File: src/rtl/cpu_pkg.sv
// Shared CPU definitions: memory-op encodings, data width and the
// memory-access FSM state type.
package cpu_pkg;

    localparam int DATA_W = 32;

    // EX/MEM memory-op field encodings (2'b11 is treated as no access)
    localparam logic [1:0] MEM_NONE = 2'b00;
    localparam logic [1:0] MEM_WR   = 2'b01;
    localparam logic [1:0] MEM_RD   = 2'b10;

    // Memory-access FSM state encoding
    typedef logic [0:0] state_t;
    localparam state_t ST_IDLE = 1'b0;
    localparam state_t ST_WAIT = 1'b1;

    // True for the two encodings that touch data memory
    function automatic logic is_access(input logic [1:0] op);
        return (op == MEM_WR) || (op == MEM_RD);
    endfunction

endpackage

File: src/rtl/memwb_reg.sv
// MEM/WB output register. A load captures a full write-back slot;
// otherwise the slot empties (valid/wb/err drop) while the destination
// and data fields hold their last values.
module memwb_reg
    import cpu_pkg::*;
(
    input  logic              i_clk,
    input  logic              i_rst_n,
    input  logic              i_load,
    input  logic              i_valid,
    input  logic              i_wb,
    input  logic [4:0]        i_rd_addr,
    input  logic [DATA_W-1:0] i_rd_data,
    input  logic              i_err,
    output logic              o_valid,
    output logic              o_wb,
    output logic [4:0]        o_rd_addr,
    output logic [DATA_W-1:0] o_rd_data,
    output logic              o_err
);

    logic              r_valid;
    logic              r_wb;
    logic [4:0]        r_rd_addr;
    logic [DATA_W-1:0] r_rd_data;
    logic              r_err;

    // Capture a write-back slot on load, otherwise bubble; err is a pulse
    always_ff @(posedge i_clk) begin
        if (!i_rst_n) begin
            r_valid   <= 1'b0;
            r_wb      <= 1'b0;
            r_rd_addr <= '0;
            r_rd_data <= '0;
            r_err     <= 1'b0;
        end else if (i_load) begin
            r_valid   <= i_valid;
            r_wb      <= i_wb;
            r_rd_addr <= i_rd_addr;
            r_rd_data <= i_rd_data;
            r_err     <= i_err;
        end else begin
            r_valid   <= 1'b0;
            r_wb      <= 1'b0;
            r_err     <= 1'b0;
        end
    end

    assign o_valid   = r_valid;
    assign o_wb      = r_wb;
    assign o_rd_addr = r_rd_addr;
    assign o_rd_data = r_rd_data;
    assign o_err     = r_err;

endmodule

File: src/rtl/mem_access_stage.sv
// Memory-access pipeline stage: issues loads/stores over a req/ack
// handshake, stalls upstream while an access is outstanding, abandons
// an access after TIMEOUT_CYC unacknowledged WAIT cycles, and feeds the
// MEM/WB register.
//
// Handshake: dmem_req_o rises the cycle after an access is accepted and
// stays high, with we/addr/wdata constant, until the first cycle in
// which dmem_ack_i is high (or the timeout fires); dmem_rdata_i is
// sampled only in that ack cycle. Ack while no request is open is ignored.
//
// Optional feature: define MEM_ALIGN_CHECK_EN to reject accesses whose
// address is not word aligned (no request, one-cycle err_o, wb squashed).
module mem_access_stage
    import cpu_pkg::*;
#(
    parameter int unsigned TIMEOUT_CYC = 255
) (
    input  logic              clk_i,
    input  logic              rst_i,
    input  logic              valid_i,
    input  logic              wb_i,
    input  logic [1:0]        mem_i,
    input  logic [DATA_W-1:0] memaddr_i,
    input  logic [DATA_W-1:0] memdata_i,
    input  logic [DATA_W-1:0] alures_i,
    input  logic [4:0]        rd_addr_i,
    output logic              stall_o,
    output logic              dmem_req_o,
    output logic              dmem_we_o,
    output logic [DATA_W-1:0] dmem_addr_o,
    output logic [DATA_W-1:0] dmem_wdata_o,
    input  logic              dmem_ack_i,
    input  logic [DATA_W-1:0] dmem_rdata_i,
    output logic              valid_o,
    output logic              wb_o,
    output logic [4:0]        rd_addr_o,
    output logic [DATA_W-1:0] rd_data_o,
    output logic              err_o
);

    // Counter value seen in the last permitted WAIT cycle (counter is 0 in the first)
    localparam logic [7:0] LP_CNT_LAST = 8'(TIMEOUT_CYC - 1);

    state_t            r_state;
    logic [7:0]        r_cnt;
    logic              r_req;
    logic              r_we;
    logic [DATA_W-1:0] r_addr;
    logic [DATA_W-1:0] r_wdata;
    logic              r_lat_wb;
    logic              r_lat_load;
    logic [4:0]        r_lat_rd;
    logic [DATA_W-1:0] r_lat_alu;

    logic              w_access;
    logic              w_bad_align;
    logic              w_issue;
    logic              w_timeout;

    logic              w_wb_load;
    logic              w_wb_wb;
    logic              w_wb_err;
    logic [4:0]        w_wb_rd;
    logic [DATA_W-1:0] w_wb_data;

    assign w_access = valid_i && is_access(mem_i);

`ifdef MEM_ALIGN_CHECK_EN
    assign w_bad_align = w_access && (memaddr_i[1:0] != 2'b00);
`else
    assign w_bad_align = 1'b0;
`endif

    assign w_issue   = w_access && !w_bad_align;
    assign w_timeout = (r_state == ST_WAIT) && !dmem_ack_i && (r_cnt == LP_CNT_LAST);

    // Stall while accepting an access or while it is still outstanding; never in reset
    assign stall_o = rst_i &&
                     (((r_state == ST_IDLE) && w_issue) ||
                      ((r_state == ST_WAIT) && !dmem_ack_i && !w_timeout));

    // Select what, if anything, the MEM/WB register captures this cycle
    always_comb begin
        w_wb_load = 1'b0;
        w_wb_wb   = 1'b0;
        w_wb_err  = 1'b0;
        w_wb_rd   = rd_addr_i;
        w_wb_data = alures_i;
        case (r_state)
            ST_IDLE: begin
                if (valid_i && !w_issue) begin
                    w_wb_load = 1'b1;
                    w_wb_wb   = w_bad_align ? 1'b0 : wb_i;
                    w_wb_err  = w_bad_align;
                end
            end
            ST_WAIT: begin
                w_wb_rd   = r_lat_rd;
                w_wb_data = r_lat_alu;
                if (dmem_ack_i) begin
                    w_wb_load = 1'b1;
                    w_wb_wb   = r_lat_wb;
                    if (r_lat_load) begin
                        w_wb_data = dmem_rdata_i;
                    end
                end else if (w_timeout) begin
                    w_wb_load = 1'b1;
                    w_wb_err  = 1'b1;
                end
            end
            default: begin
                w_wb_load = 1'b0;
            end
        endcase
    end

    // FSM, timeout counter and registered memory request
    always_ff @(posedge clk_i) begin
        if (!rst_i) begin
            r_state    <= ST_IDLE;
            r_cnt      <= '0;
            r_req      <= 1'b0;
            r_we       <= 1'b0;
            r_addr     <= '0;
            r_wdata    <= '0;
            r_lat_wb   <= 1'b0;
            r_lat_load <= 1'b0;
            r_lat_rd   <= '0;
            r_lat_alu  <= '0;
        end else begin
            case (r_state)
                ST_IDLE: begin
                    if (w_issue) begin
                        r_state    <= ST_WAIT;
                        r_cnt      <= '0;
                        r_req      <= 1'b1;
                        r_we       <= mem_i[0];
                        r_addr     <= memaddr_i;
                        r_wdata    <= memdata_i;
                        r_lat_wb   <= wb_i;
                        r_lat_load <= mem_i[1];
                        r_lat_rd   <= rd_addr_i;
                        r_lat_alu  <= alures_i;
                    end
                end
                ST_WAIT: begin
                    if (dmem_ack_i || w_timeout) begin
                        r_state <= ST_IDLE;
                        r_req   <= 1'b0;
                    end else begin
                        r_cnt <= r_cnt + 8'd1;
                    end
                end
                default: begin
                    r_state <= ST_IDLE;
                    r_req   <= 1'b0;
                end
            endcase
        end
    end

    assign dmem_req_o   = r_req;
    assign dmem_we_o    = r_we;
    assign dmem_addr_o  = r_addr;
    assign dmem_wdata_o = r_wdata;

    memwb_reg u_memwb_reg (
        .i_clk     (clk_i),
        .i_rst_n   (rst_i),
        .i_load    (w_wb_load),
        .i_valid   (1'b1),
        .i_wb      (w_wb_wb),
        .i_rd_addr (w_wb_rd),
        .i_rd_data (w_wb_data),
        .i_err     (w_wb_err),
        .o_valid   (valid_o),
        .o_wb      (wb_o),
        .o_rd_addr (rd_addr_o),
        .o_rd_data (rd_data_o),
        .o_err     (err_o)
    );

endmodule

File: config.mk
export PLATFORM = sky130hd
export DESIGN_NAME = mem_access_stage
export DESIGN_NICKNAME = d
export VERILOG_FILES = /design/src/rtl/cpu_pkg.sv /design/src/rtl/memwb_reg.sv /design/src/rtl/mem_access_stage.sv
export SDC_FILE = /design/constraint.sdc
export NUM_CORES = 1
export LEC_CHECK = 0
export ABC_AREA = 1
export CAP_MARGIN = 10
export CORE_UTILIZATION = 48
export CTS_CLUSTER_SIZE = 20
export DETAILED_ROUTE_END_ITERATION = 6
export PLACE_DENSITY = 0.86
export SYNTH_ARGS = -nofsm -noshare
export SYNTH_HDL_FRONTEND = slang
export SYNTH_HIERARCHICAL = 1
export SYNTH_SLANG_ARGS = --single-unit
File: constraint.sdc
create_clock -name clk_i -period 5.7 [get_ports clk_i]
set_clock_uncertainty 0.2 [all_clocks]
set_input_delay 1.71 -clock clk_i [delete_from_list [all_inputs] [get_ports clk_i]]
set_output_delay 1.71 -clock clk_i [all_outputs]
set_load 0.01 [all_outputs]
# Word-level counts from Yosys, hierarchy flattened
# Cells that the tools add are included.
[word_totals]
ff_bits = 154
in_bits = 140
out_inout_bits = 107
wordCells = 63
[classes]
add_sub_neg = 1
eq_ne = 6
n_mux = 23
n_bitwise = 1
n_reduce_logical = 17
[op_table]
columns = ["operator", "count"]
rows = [
  ["$mux 32", 3],
  ["$mux 8", 2],
  ["$pmux 8 s2", 1],
  ["$mux 1", 11],
  ["$pmux 1 s2", 5],
  ["$add 8x1->8 const B", 1],
  ["$eq 8x8->1 const B", 1],
  ["$reduce_and 2->1", 4],
  ["$logic_and 1x1->1", 7],
  ["$mux 5", 1],
  ["$ne 2x2->1 const B", 2],
  ["$logic_not 1->1", 3],
  ["$logic_or 1x1->1", 3],
  ["$eq 2x1->1 const B", 1],
  ["$eq 2x2->1 const B", 1],
  ["$ne 2x1->1 const B", 1],
  ["$not 1->1", 1],
]

# Depth between registers and ports, before layout
[logic_depth]
depth_word = 8
mapped_depth = 11

# Modules after synthesis
# The synthesis kept the hierarchy.
[by_module_without_submodules]
columns = ["module", "n_inst", "cells_per_inst", "area_per_inst_um2", "seq_area_each_um2"]
rows = [
  ["mem_access_stage", 1, 712, 4981.0, 2282.2],
  ["memwb_reg", 1, 244, 1597.8, 800.8],
]

# Worst setup path after synthesis
# Ideal clock, no wire load.
[synth_path]
path_type = "input-to-output"
start = "input port mem_i[0]"
end = "output port stall_o"
arrival_time_ns = 2.431
slack_ns = 1.359
path_stages = 7
path_buffers = 1
path_cell_list = "inv_1 nand2_1 nand2_1 nor2_8 buf_6 a21oi_4 nor2_1"
[synth_between]
elab_chain_len = 6
word_cells_on_any_way = 7
[synth_rtl]
columns = ["element", "line", "source"]
rows = [
  ["start: declaration", "mem_access_stage.sv:22", "input logic [1:0] mem_i,"],
  ["$eq 2x1->1 or $eq 2x2->1 (tied branches)", "cpu_pkg.sv:19", "return (op == MEM_WR) || (op == MEM_RD);"],
  ["$logic_or 1x1->1 *", "cpu_pkg.sv:19", ""],
  ["$logic_and 1x1->1 *", "mem_access_stage.sv:66", "assign w_access = valid_i && is_access(mem_i);"],
  ["$logic_and 1x1->1 *", "mem_access_stage.sv:79", "(((r_state == ST_IDLE) && w_issue) ||"],
  ["$logic_or 1x1->1 *", "mem_access_stage.sv:79", ""],
  ["$logic_and 1x1->1 *", "mem_access_stage.sv:78", "assign stall_o = rst_i &&"],
  ["end: declaration", "mem_access_stage.sv:27", "output logic stall_o,"],
]
# Mark *: on every way between the ends. The rest lies on a longest branch, timed or not.

# Worst setup path in the final report
# Same ends and word-level chain as after synthesis.

==> PnR_summary.wiki <==
{| class="wikitable"
! Metric !! Value
|-
| Run status || complete, no violations
|-
| Slew at the pin closest to its max-slew limit || roughly 1.3 ns
|-
| Cell types with the largest area share after synthesis || dfxtp_1 47%, nor2_1 19%, o21ai_0 7.2%, nand2_1 6.6%, a21oi_1 5.4%
|-
| Power Density || 306 nW/um^2
|-
| Via density per instance || about 5.1
|-
| Setup repair after global routing missed its margin || false
|-
| Data arrival time of the critical path || about 3.3 ns
|-
| Count of synthesis-stage warnings from yosys || 6
|-
| Clock sinks || approximately 150
|-
| Count of hold-fix buffers inserted at cts || 0
|-
| Final clock period utilization by the worst path || about nine tenths
|-
| Number of synthesized flops with an enable pin || 0
|-
| Layout overhead on the synthesized area || 45.9%
|-
| Startpoint of the worst-slack reg-to-reg timing path || r_state
|-
| Core area || roughly 13000 um^2
|-
| Count of antenna-violating nets left after detailed routing || 0
|-
| Antenna cells || 0
|-
| Critical Path Sink Type || primary output
|-
| Clock transition at the register clock pins on the worst setup and hold paths after CTS || ~0.060 ns
|-
| Overall routing resource usage || 28.4%
|-
| Number of instances in the synthesized netlist || roughly 960
|-
| Post-Syn Area per Cell || ~6.9 um^2
|-
| Die Area || 14200 um^2
|-
| Number of detailed-routing iterations run before antenna repair || 5
|-
| Count of boundary I/O pins || roughly 250
|-
| Standby leakage power || 4.10 nW
|-
| Initial core utilization || between 40% and 50%
|-
| End of the worst register-to-register path || u_memwb_reg/o_rd_data[24]
|-
| Type of the worst setup path || input port to primary output
|-
| R2r worst-path depth || 7
|-
| Cell with the most instances after synthesis || nor2_1
|-
| Area of placed instances || 8970 um^2
|-
| Sequential cell area fraction in the yosys report || ~47%
|-
| Worst rel slew slack || ~15%
|-
| Library cells used by synthesis || 26
|-
| Post-route standard cell area excluding fillers || approximately 9600 um^2
|-
| CTS Buf Count || 17
|-
| Min-delay src || u_memwb_reg/o_rd_addr[1]
|-
| Detail-routed net length per standard cell || 14.8 um
|-
| Clock root buffer master || clkbuf_16
|-
| Total congestion overflow after global routing || 0
|-
| Final core area utilization || 72.2%
|-
| Maximum number of pins on one net before global-route repair || roughly 110
|-
| Max-capacitance violation count || 0
|-
| CP endpoint || stall_o
|-
| Antenna violations before repair || 0
|-
| Synth top cells by count || 335 x nor2_1, 154 x dfxtp_1, 116 x nand2_1
|-
| Die span in x || between 100 and 150 um
|-
| Placer's final routability congestion estimate || slightly below 0.9
|-
| Shortest clock period the worst path allows after layout || 5.24 ns
|-
| Share of async-settable or async-resettable flops after synthesis || 0%
|-
| Cell accounting for the most synthesized area || dfxtp_1
|-
| Worst-case clock buffer depth || 2
|-
| Worst Hold Slack || ~0.27 ns
|-
| CTS tree || done
|-
| Number of rows created at floorplan || between 40 and 50
|-
| Worst min-delay path class || flip-flop to flip-flop
|-
| Number of nets in the layout || around 1300
|-
| Port Buffers || ~250
|-
| Final setup violating endpoints || 0
|-
| Worst setup SP type || input port
|-
| Fraction of layout instances using a drive strength above 1 || 4.42%
|-
| Post-synth top area share || approximately 47%
|-
| WHS Path Cells || 2
|-
| CP Data Required Time || 3.79 ns
|-
| Peak fanout along the critical path || 9
|-
| Net count after synthesis || 1098
|-
| H-Tree Level Count || 4
|-
| Highest achievable clock rate || around 190 MHz
|-
| Number of register bits inferred by synthesis || roughly 150
|-
| First-iteration detailed-routing DRC count || 809
|-
| Chip height || about 120 um
|-
| Design Power || between 2 and 3 mW
|-
| Slack of the worst reg-to-reg path || 2.67 ns
|-
| Half-perimeter wire length after placement || around 12 mm
|-
| Sum Neg Setup Slack || 0 ns
|-
| Clock latency of the later-clocked register in the worst-skew pair || between 0.4 and 0.5 ns
|-
| Via count of the first global-routing pass || 6640
|-
| CP startpoint || mem_i[0]
|-
| Total routed wirelength || 20.0 mm
|-
| Resized Gates After CTS || 0
|-
| Post-synth top flop || dfxtp_1
|-
| Cell area after synthesis || 6580 um^2
|-
| Number of setup buffers added after CTS || 0
|-
| Vias post-DR || between 6000 and 7000
|-
| Hold Fails Final Rpt || 0
|-
| VDD IR-drop max || roughly 0.00023 V
|-
| First-pass GRT wire length || 31.9 mm
|-
| Count of pins over their slew limit || 0
|-
| DRC violation count after routing || 0
|}
## layer usage
layer  global-route usage [%]  part of all wire, %
met5                        0                    0
met4                     14.9                  3.6
met3                     9.87                  9.3
met2                     47.1                   47
met1                     32.2                   40
## logic make-up after synthesis
logic type / Yosys count / share of synthesized area (%)
other: 1 / 0.0570
buffers and inverters: 117 / 8.60
adder cells (fa/ha/maj): 2 / 0.380
AND/OR/NAND/NOR: 503 / 30.1
AO/OA/AOI/OAI: 176 / 13.6
flip-flops: 154 / 46.9
XOR/XNOR: 3 / 0.399
## power by group
| part | leakage, nW | internal (mW) | total (mW) | switching, mW |
|---|---|---|---|---|
| combinational | 2.53 | 0.273 | 0.546 | 0.273 |
| sequential | 1.27 | 1.17 | 1.21 | 0.0437 |
| clock | 0.295 | 0.735 | 1.18 | 0.449 |
## sequential cells by signal, indices dropped and copies added, names as in the netlist
signal                 flops
u_memwb_reg/o_rd_data     32
dmem_req_o                 1
r_state                    1
dmem_wdata_o              32
r_lat_alu                 32
r_lat_wb                   1
u_memwb_reg/o_rd_addr      5
u_memwb_reg/o_err          1
r_cnt                      8
dmem_we_o                  1
dmem_addr_o               32
r_lat_load                 1
r_lat_rd                   5
u_memwb_reg/o_valid        1
u_memwb_reg/o_wb           1
## final cells by class
cell class / count / area (um^2)
clock buffer: 22 / 484
fill: 1057 / 3700
inverter: 51 / 195
multi-input combinational: 685 / 2940
timing repair buffer: 255 / 2540
tap: 176 / 220
clock inverter: 10 / 139
sequential: 154 / 3080
## critical path, stage by stage
cell and delay [ns]:
clkdlybuf4s50_1 0.49, inv_1 0.06, nand2_1 0.06, nand2_1 0.14
nor2_8 0.15, a21oi_4 0.08, nor2_1 0.10, clkdlybuf4s50_1 0.54
## stage by stage
stage | cells | worst slack (ns)
2_1_floorplan | 956 | 1.36
3_3_place_gp | 1321 | 0.492
3_5_place_dp | 1321 | 0.445
5_1_grt | 1353 | 0.337
4_1_cts | 1353 | 0.446
6_report | 1353 | 0.459
## how the worst min path moves through the flow
| stage | endpoint | slack, ns |
|---|---|---|
| 2_1_floorplan | r_lat_rd[0] | 0.26 |
| 3_3_place_gp | u_memwb_reg/o_rd_data[6] | 0.26 |
| 3_5_place_dp | u_memwb_reg/o_rd_addr[1] | 0.26 |
| 4_1_cts | u_memwb_reg/o_rd_addr[1] | 0.27 |
| 5_1_grt | u_memwb_reg/o_rd_data[28] | 0.28 |
| 6_report | u_memwb_reg/o_rd_addr[1] | 0.27 |
## layout by cell type (no fill, tap or decap), drive strengths merged, types with 4 or more instances in the layout
cell             n
nor2           338
clkdlybuf4s50  245
dfxtp          154
nand2          118
o21ai          103
a21oi           73
inv             51
nand3           45
clkbuf          22
buf             10
clkinvlp         4
(Power assumes the default switching activity.)
